$ cat config.mk
export PLATFORM = sky130hd
export DESIGN_NAME = reaction_responder_flat
export DESIGN_NICKNAME = d
export VERILOG_FILES = /design/src/rtl/reaction_pkg.sv /design/src/rtl/reaction_responder_if.sv /design/src/rtl/sat_counter.sv /design/src/rtl/reaction_responder.sv /design/src/flat_wrapper.sv
export SDC_FILE = /design/constraint.sdc
export NUM_CORES = 1
export LEC_CHECK = 0
export CORE_MARGIN = 2
export CORE_UTILIZATION = 47
export CTS_BUF_LIST = sky130_fd_sc_hd__clkbuf_8 sky130_fd_sc_hd__clkbuf_16
export DETAILED_ROUTE_END_ITERATION = 8
export PLACE_DENSITY = 0.85
export SLEW_MARGIN = 0
export SYNTH_ARGS = -nofsm -noshare
export SYNTH_HDL_FRONTEND = slang
export SYNTH_SLANG_ARGS = --single-unit
$ cat constraint.sdc
create_clock -name clk -period 2.4 [get_ports clk]
set_clock_uncertainty 0.05 [all_clocks]
set_input_delay 0.48 -clock clk [delete_from_list [all_inputs] [get_ports clk]]
set_output_delay 0.48 -clock clk [all_outputs]
set_load 0.1 [all_outputs]
$ cat src/rtl/reaction_pkg.sv
// Shared types and helpers for the reaction-game responder.
// Holds the lamp width, the responder state enum and the one-hot test used by the control FSM.
package reaction_pkg;

    localparam int LAMP_W = 3;

    typedef enum logic [1:0] {
        IDLE    = 2'd0,
        WAIT    = 2'd1,
        PRESS   = 2'd2,
        RELEASE = 2'd3
    } resp_state_t;

    function automatic logic is_onehot3(input logic [LAMP_W-1:0] v);
        return (v == 3'b001) || (v == 3'b010) || (v == 3'b100);
    endfunction

endpackage

$ cat src/rtl/reaction_responder_if.sv
// Lamp/button/hit link between the game core (master) and the responder (slave).
// Plain synchronous wires, no handshake: lamps and hit flow to the responder, buttons flow back.
interface reaction_responder_if;
    import reaction_pkg::*;

    logic [LAMP_W-1:0] lamp;
    logic              hit;
    logic [LAMP_W-1:0] btn;

    modport master (output lamp, output hit, input btn);
    modport slave  (input lamp, input hit, output btn);
endinterface

$ cat src/rtl/sat_counter.sv
// Saturating up-counter: counts inc pulses, holds at all-ones, clears only on reset.
// Result visible one cycle after inc; never stalls.
module sat_counter #(
    parameter int W = 8
) (
    input  logic         clk,
    input  logic         rst_n,
    input  logic         inc,
    output logic [W-1:0] count
);

    always_ff @(posedge clk or negedge rst_n) begin
        if (!rst_n) begin
            count <= '0;
        end else if (inc && (count != {W{1'b1}})) begin
            count <= count + W'(1);
        end
    end

endmodule

$ cat src/rtl/reaction_responder.sv
// Self-play driver for the three-lamp game: waits delay cycles after a lamp change, then holds the button HOLD_CYCLES.
// btn rises delay+2 cycles after the change; no backpressure. RESPONDER_MISS_CNT_EN adds a saturating miss counter.
module reaction_responder
    import reaction_pkg::*;
#(
    parameter int DELAY_W     = 8,
    parameter int HOLD_CYCLES = 4,
    parameter int SCORE_W     = 8
) (
    input  logic                 clk,
    input  logic                 rst_n,
    input  logic                 en,
    input  logic [DELAY_W-1:0]   delay,
    reaction_responder_if.slave  gif,
    output logic [SCORE_W-1:0]   score,
    output logic                 busy,
    output logic                 err
`ifdef RESPONDER_MISS_CNT_EN
    ,
    output logic [SCORE_W-1:0]   miss
`endif
);

    localparam int HOLD_W = (HOLD_CYCLES > 1) ? $clog2(HOLD_CYCLES) : 1;

    resp_state_t         state, state_n;
    logic [LAMP_W-1:0]   prev_lamp, target, target_n, btn_q, btn_n;
    logic [DELAY_W-1:0]  cnt, cnt_n;
    logic [HOLD_W-1:0]   hold, hold_n;
    logic                hit_seen, hit_seen_n;
    logic                err_n;
    logic                lamp_chg;
    logic                score_inc;

    assign lamp_chg = (gif.lamp != prev_lamp);

    always_comb begin
        state_n    = state;
        target_n   = target;
        cnt_n      = cnt;
        hold_n     = hold;
        hit_seen_n = hit_seen;
        err_n      = 1'b0;
        if (!en) begin
            state_n = IDLE;
        end else begin
            case (state)
                IDLE: begin
                    if (lamp_chg && is_onehot3(gif.lamp)) begin
                        target_n = gif.lamp;
                        cnt_n    = delay;
                        state_n  = WAIT;
                    end else if (lamp_chg && (gif.lamp != '0)) begin
                        err_n = 1'b1;
                    end
                end
                WAIT: begin
                    if (lamp_chg && (gif.lamp == '0)) begin
                        state_n = IDLE;
                    end else begin
                        // Retarget keeps the running delay so the press timing is unchanged.
                        if (lamp_chg && is_onehot3(gif.lamp)) target_n = gif.lamp;
                        if (cnt == '0) begin
                            state_n    = PRESS;
                            hold_n     = HOLD_W'(HOLD_CYCLES - 1);
                            hit_seen_n = 1'b0;
                        end else begin
                            cnt_n = cnt - DELAY_W'(1);
                        end
                    end
                end
                PRESS: begin
                    if (gif.hit) hit_seen_n = 1'b1;
                    if (hold == '0) state_n = RELEASE;
                    else            hold_n  = hold - HOLD_W'(1);
                end
                RELEASE: state_n = IDLE;
                default: state_n = IDLE;
            endcase
        end
        btn_n = (state_n == PRESS) ? target_n : '0;
    end

    always_ff @(posedge clk or negedge rst_n) begin
        if (!rst_n) begin
            state     <= IDLE;
            prev_lamp <= '0;
            target    <= '0;
            cnt       <= '0;
            hold      <= '0;
            hit_seen  <= 1'b0;
            btn_q     <= '0;
            busy      <= 1'b0;
            err       <= 1'b0;
        end else begin
            state     <= state_n;
            prev_lamp <= gif.lamp;
            target    <= target_n;
            cnt       <= cnt_n;
            hold      <= hold_n;
            hit_seen  <= hit_seen_n;
            btn_q     <= btn_n;
            busy      <= (state_n != IDLE);
            err       <= err_n;
        end
    end

    assign gif.btn = btn_q;

    // Only the first hit of each press is credited.
    assign score_inc = (state == PRESS) && gif.hit && !hit_seen;

    sat_counter #(.W(SCORE_W)) u_score (
        .clk   (clk),
        .rst_n (rst_n),
        .inc   (score_inc),
        .count (score)
    );

`ifdef RESPONDER_MISS_CNT_EN
    logic miss_inc;

    assign miss_inc = (state == PRESS) && (state_n != PRESS) && !hit_seen && !gif.hit;

    sat_counter #(.W(SCORE_W)) u_miss (
        .clk   (clk),
        .rst_n (rst_n),
        .inc   (miss_inc),
        .count (miss)
    );
`endif

endmodule

$ cat src/flat_wrapper.sv
// flat-port wrapper written by rule: the top's interface ports become plain ports
module reaction_responder_flat import reaction_pkg::*;
#(
    parameter int DELAY_W     = 8,
    parameter int HOLD_CYCLES = 4,
    parameter int SCORE_W     = 8
)
  (clk, rst_n, en, delay, score, busy, err, gif_lamp, gif_hit, gif_btn);
  reaction_responder_if gif_i ();
  input  logic clk;
  input  logic rst_n;
  input  logic en;
  input  logic [DELAY_W-1:0] delay;
  output logic [SCORE_W-1:0] score;
  output logic busy;
  output logic err;
  input wire logic [$bits(gif_i.lamp)-1:0] gif_lamp;
  input wire logic [$bits(gif_i.hit)-1:0] gif_hit;
  output wire logic [$bits(gif_i.btn)-1:0] gif_btn;
  assign gif_i.lamp = gif_lamp;
  assign gif_i.hit = gif_hit;
  assign gif_btn = gif_i.btn;
  reaction_responder #(.DELAY_W(DELAY_W), .HOLD_CYCLES(HOLD_CYCLES), .SCORE_W(SCORE_W)) u_core (.clk(clk), .rst_n(rst_n), .en(en), .delay(delay), .gif(gif_i), .score(score), .busy(busy), .err(err));
endmodule
==> results of run 1 <==
==> logic make-up after synthesis <==
kind of cell    share of synthesized area, %
simple gates                            20.6
xor+xnor                                5.44
compound gates                          16.2
mux                                     2.10
fa+ha+maj                               2.96
flops                                   49.8
buf+inv                                 2.96
==> worst max path at each step <==
| stage | start | endpoint | slack (ps) | depth (start not counted) |
|---|---|---|---|---|
| finish | u_core.cnt[0]$_DFFE_PN0P_ | u_core.hold[1]$_DFFE_PN0P_ | 70 | 7 |
| global route | u_core.cnt[1]$_DFFE_PN0P_ | u_core.hold[1]$_DFFE_PN0P_ | 8 | 7 |
| CTS | u_core.cnt[0]$_DFFE_PN0P_ | u_core.hold[1]$_DFFE_PN0P_ | 60 | 7 |
| detailed placement | gif_lamp[0] | u_core.cnt[0]$_DFFE_PN0P_ | -30 | 6 |
| global placement | gif_lamp[1] | u_core.busy$_DFF_PN0_ | 60 | 7 |
| floorplan | u_core.cnt[0]$_DFFE_PN0P_ | u_core.hold[1]$_DFFE_PN0P_ | 90 | 7 |
==> per-layer routing <==
layer | vias up | global-route usage (%) | part of all wire, % | routed length [um]
li1 | 656 | - | - | -
met4 | 0 | 8.61 | 1.1 | 38
met5 | - | 0 | 0 | 0
met3 | 6 | 5.95 | 4.5 | 158
met1 | 657 | 22.5 | 42 | 1470
met2 | 35 | 34.7 | 53 | 1860
==> cells in the mapped netlist (2+ instances only) <==
master,count
nor3_1,4
a31oi_1,6
nand3_1,5
nor4_1,2
xnor2_1,5
xor2_1,5
nand2b_1,2
dfrtp_1,32
buf_2,2
o22a_1,5
o22ai_1,3
nor2b_1,5
o21ai_0,3
nor2_1,20
nand2_1,8
nand4_1,3
mux2_2,3
ha_1,3
inv_1,7
clkbuf_1,3
a21oi_1,9
==> worst register-to-register path: stages, from the launching register on <==
cell     delay [ps]
dfrtp_1         400
inv_2            80
ha_1            160
or4b_4          480
or4_4           440
o31ai_4         290
nand4_4         170
a22oi_2         190
==> where the power goes <==
part | internal (uW) | switching, uW
clock network | 192 | 180
registers | 620 | 78.0
logic | 161 | 184
==> through the flow <==
| step | TNS [ps] | utilization [%] | setup slack [ps] |
|---|---|---|---|
| floorplan | 0 | - | 93.6 |
| global placement | 0 | 60.1 | 63.0 |
| detailed placement | -108 | 60.1 | -32.4 |
| CTS | 0 | 62.4 | 55.9 |
| global route | 0 | 62.7 | 7.71 |
| finish | 0 | 62.7 | 74.8 |
==> sequential cells by signal, summed over array words and instances (netlist names) <==
register	cells
u_core.u_score.count	8
u_core.hit_seen	1
u_core.busy	1
u_core.hold	2
u_core.err	1
u_core.prev_lamp	3
u_core.target	3
u_core.state	2
u_core.cnt	8
u_core.gif.btn	3
==> what timing repair did <==
action | CTS | global route
endpoints found under the setup margin | 1 | 9
buffers inserted | 0 | 1
gates resized for setup | 0 | 2
hold buffers | 0 | 0
pin swaps | 1 | 3
==> cell type report <==
cell class	count	area share (%)
clock inverter	2	0.422
clock buffer	5	3.32
timing repair buffer	42	16.9
sequential	32	38.6
inverter	7	1.27
multi-input combinational	113	36.7
tap	46	2.77
==> results_dict.tcl, run 1 <==
set metrics [dict create \
    outcome "completed" \
    ff2ff_path_depth 7 \
    leakage_uw 0.000939 \
    cp_data_arrival_time_ps 2470 \
    portBuffers 27 \
    yosys.area.top_type "dfrtp_1" \
    critPathMaxFanout 5 \
    instances_no_fill 247 \
    clockRootBuffer "clkbuf_8" \
    grt_pass1_wl_um 6160 \
    die_h_um 62.5 \
    max-slew-margin-rel_pct 66.2 \
    r2r_setup_slack_ps 70 \
    hold_viol_final 0 \
    holdCritStartpoint "u_core.hold[0]$_DFFE_PN0P_" \
    cts_sinks 32 \
    htree_levels 2 \
    firstDrtPassIters 4 \
    routedWlPerCell_um 14.3 \
    synth_area_leaders "dfrtp_1 50%, nor2_1 4.7%, a21oi_1 2.8%" \
    antenna_found_initial 0 \
    final_nets 219 \
    worstMarginPinSlew_ps 507 \
    multi_input_area_um2 762 \
    drc_errors 0 \
    gp_routability_congestion 0.823 \
    areaGrowthSynthToFinish_pct 28.9 \
    ys_ff_latch 32 \
    finalSetupViolCount 0 \
    ios 28 \
    clk_pin_slew_ps 60 \
    grt-ovfl-total 0 \
    ys.flop_type "dfrtp_1" \
    synth_area_mm2 0.00161 \
    n_fill_cell 288 \
    hold_class "reg -> reg" \
    ys_seq_area_share_pct 49.8 \
    vias 1354 \
    critPathCaptureType "register" \
    cts_tree "built" \
    synth_top_area_share_pct 49.8 \
    cap_viol_max_count 0 \
    whs_ps 439 \
    yosysWarnings 0 \
    whs_path_depth 1 \
    crit_buf_inv 1 \
    rows 21 \
    start_kind "register" \
    avgSynthCellArea_um2 10.2 \
    cp_cell_sequence "inv_2 > ha_1 > or4b_4 > or4_4 > o31ai_4 > nand4_4 > a22oi_2" \
    finalMaxSlewViolations 0 \
    ys_types 43 \
    layout.area.seq_um2 801 \
    start_util_pct 48.6 \
    rsz0062_at_grt "no" \
    timing.rr.end "u_core.hold[1]$_DFFE_PN0P_" \
    power_density_mw_per_mm2 682 \
    crit_family "simple AND/OR/NAND/NOR gates" \
    drtIter0Drc 50 \
    syn-instance-count 157 \
    cp_slowest_stage_delay_ps 480 \
    clockBufferDepth 2 \
    vdd_ir_drop_max_uv 356 \
    via_per_inst 5.48 \
    wl_um 3530 \
    hpwlAfterDp_um 2650 \
    final_cell_mix "32 x dfrtp_1, 28 x buf_4, 20 x nor2_1" \
    grt_max_degree 33 \
    worstHoldEndpoint "u_core.hold[0]$_DFFE_PN0P_" \
    die_w_um 62.5 \
    synthArstFlopShare_pct 100 \
    finalPower_uw 1410 \
    cp_slowest_cell "or4b_4" \
    synth_edf_count 0 \
    worstSetupPathType "reg -> reg" \
    final.period_utilization_pct 96.9 \
    num_antenna_cells 0 \
    grt_util_all_layers_pct 19.9 \
    insertion_delay_ps 270 \
    final_common_cell "dfrtp_1" \
    finalInstanceArea_mm2 0.00207 \
    first_global_vias 1471 \
    rr_startpoint "u_core.cnt[0]$_DFFE_PN0P_" \
    die_area_mm2 0.00391 \
    dp_cells 239 \
    cts_made_buffers 5 \
    drive_gt1_share_pct 22.4 \
    core_mm2 0.00331 \
    crit_required_ps 2550 \
    period_minus_slack_ps 2330 \
    synth_nets 175 \
    place_area_mm2 0.00199 \
    ant_nets 0 \
    max_freq_ghz 0.430 \
]
Power figures use the tool's default switching activity.
==> run 2, diff against run 1 <==
--- a/config.mk
+++ b/config.mk
@@ -6,10 +6,12 @@
 export NUM_CORES = 1
 export LEC_CHECK = 0
 export CORE_MARGIN = 2
-export CORE_UTILIZATION = 47
+export CORE_UTILIZATION = 55
 export CTS_BUF_LIST = sky130_fd_sc_hd__clkbuf_8 sky130_fd_sc_hd__clkbuf_16
+export CTS_CLUSTER_DIAMETER = 60
 export DETAILED_ROUTE_END_ITERATION = 8
-export PLACE_DENSITY = 0.85
+export DONT_BUFFER_PORTS = 1
+export PLACE_DENSITY_LB_ADDON = 0.3
 export SLEW_MARGIN = 0
 export SYNTH_ARGS = -nofsm -noshare
 export SYNTH_HDL_FRONTEND = slang
==> run 2 against run 1 <==
- total power grew 6.1%
- final area down 8.2%
- count of clock-buffer cells in the layout unchanged
- global-route usage grew 1.5 points
- largest power group unchanged
- combinational power down 15%
- setup slack improved by 1.4 ps
- final cell count down 15%
- core utilization is 6.4 points higher
==> results_dict.tcl, run 2 (synthesis gave the netlist of run 1 again) <==
set metrics [dict create \
    grt_max_degree 33 \
    cts_made_buffers 5 \
    routedWlPerCell_um 15.5 \
    drive_gt1_share_pct 20.6 \
    cp_data_arrival_time_ps 2480 \
    gp_routability_congestion 0.791 \
    cap_viol_max_count 0 \
    cp_cell_sequence "inv_1 > ha_1 > or4b_4 > or4_4 > o31ai_4 > nand4_4 > a22oi_2" \
    areaGrowthSynthToFinish_pct 18.4 \
    worstMarginPinSlew_ps 511 \
    clockRootBuffer "clkbuf_8" \
    whs_ps 172 \
    critPathCaptureType "register" \
    portBuffers 0 \
    period_minus_slack_ps 2320 \
    leakage_uw 0.000859 \
    die_h_um 58.1 \
    vias 1282 \
    rows 19 \
    rsz0062_at_grt "yes" \
    hpwlAfterDp_um 2350 \
    final.period_utilization_pct 96.8 \
    start_util_pct 58.3 \
    crit_buf_inv 1 \
    clk_pin_slew_ps 70 \
    ios 28 \
    wl_um 3270 \
    setup_slack_ps 76.1 \
    insertion_delay_ps 280 \
    max_freq_ghz 0.430 \
    crit_family "simple AND/OR/NAND/NOR gates" \
    firstDrtPassIters 4 \
    core_mm2 0.00276 \
    clockBufferDepth 2 \
    vdd_ir_drop_max_uv 992 \
    critPathMaxFanout 5 \
    max-slew-margin-rel_pct 65.9 \
    n_fill_cell 194 \
    finalMaxSlewViolations 0 \
    cp_slowest_stage_delay_ps 480 \
    grt_pass1_wl_um 5410 \
    worstSetupPathType "reg -> reg" \
    top_regs "u_core.cnt: 8 flops, u_core.u_score.count: 8 flops" \
    crit_required_ps 2560 \
    htree_levels 2 \
    die_area_mm2 0.00337 \
    power_density_mw_per_mm2 788 \
    hold_viol_final 0 \
    hold_class "in -> reg" \
    grt-ovfl-total 0 \
    num_antenna_cells 0 \
    outcome "completed" \
    final_nets 197 \
    cts_tree "built" \
    ant_nets 0 \
    cts_sinks 32 \
    via_per_inst 6.08 \
    drc_errors 0 \
    antenna_found_initial 0 \
    final_cell_mix "32 x dfrtp_1, 20 x nor2_1, 18 x buf_4" \
    finalSetupViolCount 0 \
    first_global_vias 1311 \
    start_kind "register" \
    cp_slowest_cell "or4b_4" \
    die_w_um 58.1 \
    final_common_cell "dfrtp_1" \
    finalPower_uw 1500 \
    dp_slack_ps 36.0 \
    grt_util_all_layers_pct 21.3 \
    drtIter0Drc 53 \
]
==> run 2: cell count changes in the layout (fill, tap and decap cells not counted) <==
cell             previous run  this run
buf_12                      0         1
buf_4                      28        18
bufinv_16                   0         1
clkdlybuf4s50_1            14         0
clkinvlp_4                  0         1
dlygate4sd3_1               0         1
inv_2                       1         0
==> run 2: area by class of cell <==
type / count / area, um^2 / share of cell area [%]
clock buffers: 5 / 68.8 / 3.61
clock inverters: 3 / 42.5 / 2.23
inverters: 7 / 26.3 / 1.38
multi-input cells: 113 / 762 / 40.0
flip-flops and latches: 32 / 801 / 42.0
well taps: 31 / 38.8 / 2.04
repair buffers: 20 / 165 / 8.67
==> run 2: stage by stage <==
| stage | TNS [ps] | util (%) | std cells | cell area, um^2 |
|---|---|---|---|---|
| floorplan | 0 | - | 157 | 1610 |
| global placement | 0 | 63.9 | 201 | 1760 |
| detailed placement | 0 | 63.9 | 201 | 1760 |
| CTS | 0 | 69.0 | 211 | 1900 |
| global route | -2.71 | 69.1 | 211 | 1900 |
| finish | 0 | 69.1 | 211 | 1900 |
==> run 2: report_power, final <==
group / internal [uW] / switching, uW / leakage, uW
clock: 307 / 200 / 0.0000541
sequential: 619 / 82.1 / 0.000400
combinational: 129 / 163 / 0.000405
==> run 2: worst register-to-register path, cell delays in order (launching register included) <==
cell and delay, ps:
dfrtp_1 390, inv_1 90, ha_1 170, or4b_4 480, or4_4 440, o31ai_4 260, nand4_4 160, a22oi_2 190
==> run 2: per-layer routing <==
layer  track usage, %  wire [um]
met1             24.9       1440
met2             35.7       1570
met3             6.70        203
met4             10.3         53
met5                0          0
==> run 2: repair_timing <==
item	4_1_cts	5_1_grt
setup endpoints to repair	0	12
buffers inserted	0	0
endpoints found under the hold margin	32	0
gates resized for setup	0	1
hold buffers	2	0
==> run 2: final timing paths <==
| path | from | to | slack (ps) | cells after the start |
|---|---|---|---|---|
| worst max-delay path | u_core.cnt[0]$_DFFE_PN0P_ | u_core.hold[1]$_DFFE_PN0P_ | 80 | 7 |
| worst min-delay path | gif_lamp[0] | u_core.prev_lamp[0]$_DFF_PN0_ | 170 | 0 |
| worst max register to register | u_core.cnt[0]$_DFFE_PN0P_ | u_core.hold[1]$_DFFE_PN0P_ | 80 | 7 |
| worst min register to register | u_core.hold[0]$_DFFE_PN0P_ | u_core.hold[0]$_DFFE_PN0P_ | 440 | 1 |
| max in group asynchronous | rst_n | u_core.u_score.count[3]$_DFFE_PN0P_ | 1550 | 2 |
| min in group asynchronous | rst_n | u_core.gif.btn[0]$_DFF_PN0_ | 580 | 2 |
==> run 3, diff against run 2 <==
--- a/config.mk
+++ b/config.mk
@@ -11,6 +11,7 @@
 export CTS_CLUSTER_DIAMETER = 60
 export DETAILED_ROUTE_END_ITERATION = 8
 export DONT_BUFFER_PORTS = 1
+export MAX_ROUTING_LAYER = met4
 export PLACE_DENSITY_LB_ADDON = 0.3
 export SLEW_MARGIN = 0
 export SYNTH_ARGS = -nofsm -noshare
==> run 3 against run 2 <==
- critical path depth stayed put
- final area unchanged
- via count grew 0.70%
- largest cell class unchanged
==> results_dict.tcl, run 3 (synthesis gave the netlist of run 1 again) <==
set metrics [dict create \
    max-slew-margin-rel_pct 65.8 \
    whs_ps 171 \
    outcome "completed" \
    clk_pin_slew_ps 70 \
    critPathMaxFanout 5 \
    power_density_mw_per_mm2 789 \
    grt-busiest-layer "met2" \
    top_regs "u_core.cnt: 8 flops, u_core.u_score.count: 8 flops" \
    insertion_delay_ps 280 \
    cts_sinks 32 \
    final_common_cell "dfrtp_1" \
    grt_max_degree 33 \
    areaGrowthSynthToFinish_pct 18.4 \
    cp_slowest_stage_delay_ps 480 \
    die_w_um 58.1 \
    cts_made_buffers 5 \
    worstMarginPinSlew_ps 512 \
    die_h_um 58.1 \
    drtIter0Drc 38 \
    clockRootBuffer "clkbuf_8" \
    cp_data_arrival_time_ps 2460 \
    multi_input_area_um2 762 \
    num_antenna_cells 0 \
    htree_levels 2 \
    holdCritStartpoint "gif_lamp[0]" \
    max_freq_ghz 0.434 \
    ios 28 \
    finalPower_uw 1500 \
    via_per_inst 6.12 \
    first_global_vias 1315 \
    finalInstanceArea_mm2 0.00190 \
    met1_usage_pct 24.9 \
    timing.rr.end "u_core.hold[1]$_DFFE_PN0P_" \
    die_area_mm2 0.00337 \
    finalSetupViolCount 0 \
    cap_viol_max_count 0 \
    worstHoldEndpoint "u_core.prev_lamp[0]$_DFF_PN0_" \
    finalMaxSlewViolations 0 \
    ant_nets 0 \
    worstSetupPathType "reg -> reg" \
    crit_family "simple AND/OR/NAND/NOR gates" \
    final.period_utilization_pct 96.0 \
    r2r_setup_slack_ps 100 \
    n_fill_cell 194 \
    crit_buf_inv 1 \
    hpwlAfterDp_um 2350 \
    critPathCaptureType "register" \
    hold_class "in -> reg" \
    leakage_uw 0.000859 \
    drc_errors 0 \
    cp_slowest_cell "or4b_4" \
    met3_usage_pct 6.03 \
    routedWlPerCell_um 15.5 \
    final_cell_mix "32 x dfrtp_1, 20 x nor2_1, 18 x buf_4" \
    ff2ff_path_depth 7 \
    grt_util_all_layers_pct 21.9 \
    crit_required_ps 2560 \
    wl_um 3260 \
    place_area_mm2 0.00176 \
    firstDrtPassIters 4 \
    gp_routability_congestion 0.802 \
    hold_viol_final 0 \
    use_met2_pct 35.7 \
    start_kind "register" \
    rsz0062_at_grt "yes" \
    final_util_pct 69.1 \
    cts_tree "built" \
    cp_cell_sequence "inv_1 > ha_1 > or4b_4 > or4_4 > o31ai_4 > nand4_4 > a22oi_2" \
    start_util_pct 58.3 \
    drive_gt1_share_pct 20.6 \
    grt-ovfl-total 0 \
    rows 19 \
    clockBufferDepth 2 \
    final_nets 197 \
    vias 1291 \
    vdd_ir_drop_max_uv 993 \
    rr_startpoint "u_core.cnt[0]$_DFFE_PN0P_" \
    whs_path_depth 0 \
    layout.area.seq_um2 801 \
    antenna_found_initial 0 \
    grt_pass1_wl_um 5400 \
    period_minus_slack_ps 2300 \
    portBuffers 0 \
    core_mm2 0.00276 \
]
==> run 3: cell counts in the layout (fill, tap and decap cells not counted) <==
Identical to the previous run, type by type.
==> run 3: repair_timing <==
action                                  4_1_cts  5_1_grt
endpoints found under the setup margin        0       12
setup buffers                                 0        0
hold buffers                                  2        0
endpoints found under the hold margin        32        0
resized for setup                             0        1
==> run 3: per-layer routing <==
metal | vias to the layer above | wire (um)
met5 | - | 0
met1 | 637 | 1460
li1 | 611 | -
met2 | 36 | 1560
met3 | 7 | 171
met4 | 0 | 63
==> run 3: metrics by stage <==
step / TNS, ps / instances / setup WS, ps
floorplan: 0 / 157 / 93.6
global placement: 0 / 201 / 96.3
detailed placement: 0 / 201 / 36.0
CTS: 0 / 211 / 23.5
global route: -2.72 / 211 / -2.72
finish: 0 / 211 / 96.0
==> run 3: worst max-delay path by stage <==
stage                                         start  slack [ps]  cells after the start                         end
after floorplan           u_core.cnt[0]$_DFFE_PN0P_          90                      7  u_core.hold[1]$_DFFE_PN0P_
after global placement    u_core.cnt[0]$_DFFE_PN0P_         100                      7  u_core.hold[1]$_DFFE_PN0P_
after detailed placement  u_core.cnt[0]$_DFFE_PN0P_          40                      7  u_core.hold[1]$_DFFE_PN0P_
after CTS                 u_core.cnt[0]$_DFFE_PN0P_          20                      7  u_core.hold[1]$_DFFE_PN0P_
after global routing      u_core.cnt[0]$_DFFE_PN0P_          -3                      7  u_core.hold[1]$_DFFE_PN0P_
final                     u_core.cnt[0]$_DFFE_PN0P_         100                      7  u_core.hold[1]$_DFFE_PN0P_
==> run 3: area by class of cell <==
| class | count | area share (%) |
|---|---|---|
| tap | 31 | 2.04 |
| inverter | 7 | 1.38 |
| clock buffer | 5 | 3.61 |
| clock inverter | 3 | 2.23 |
| sequential | 32 | 42.0 |
| timing repair buffer | 20 | 8.67 |
| multi-input combinational | 113 | 40.0 |
==> run 3: where the power goes <==
group / internal [uW] / leakage, uW / switching, uW / total (uW)
combinational: 129 / 0.000405 / 164 / 292
sequential: 619 / 0.000400 / 82.3 / 702
clock: 307 / 0.0000541 / 201 / 508
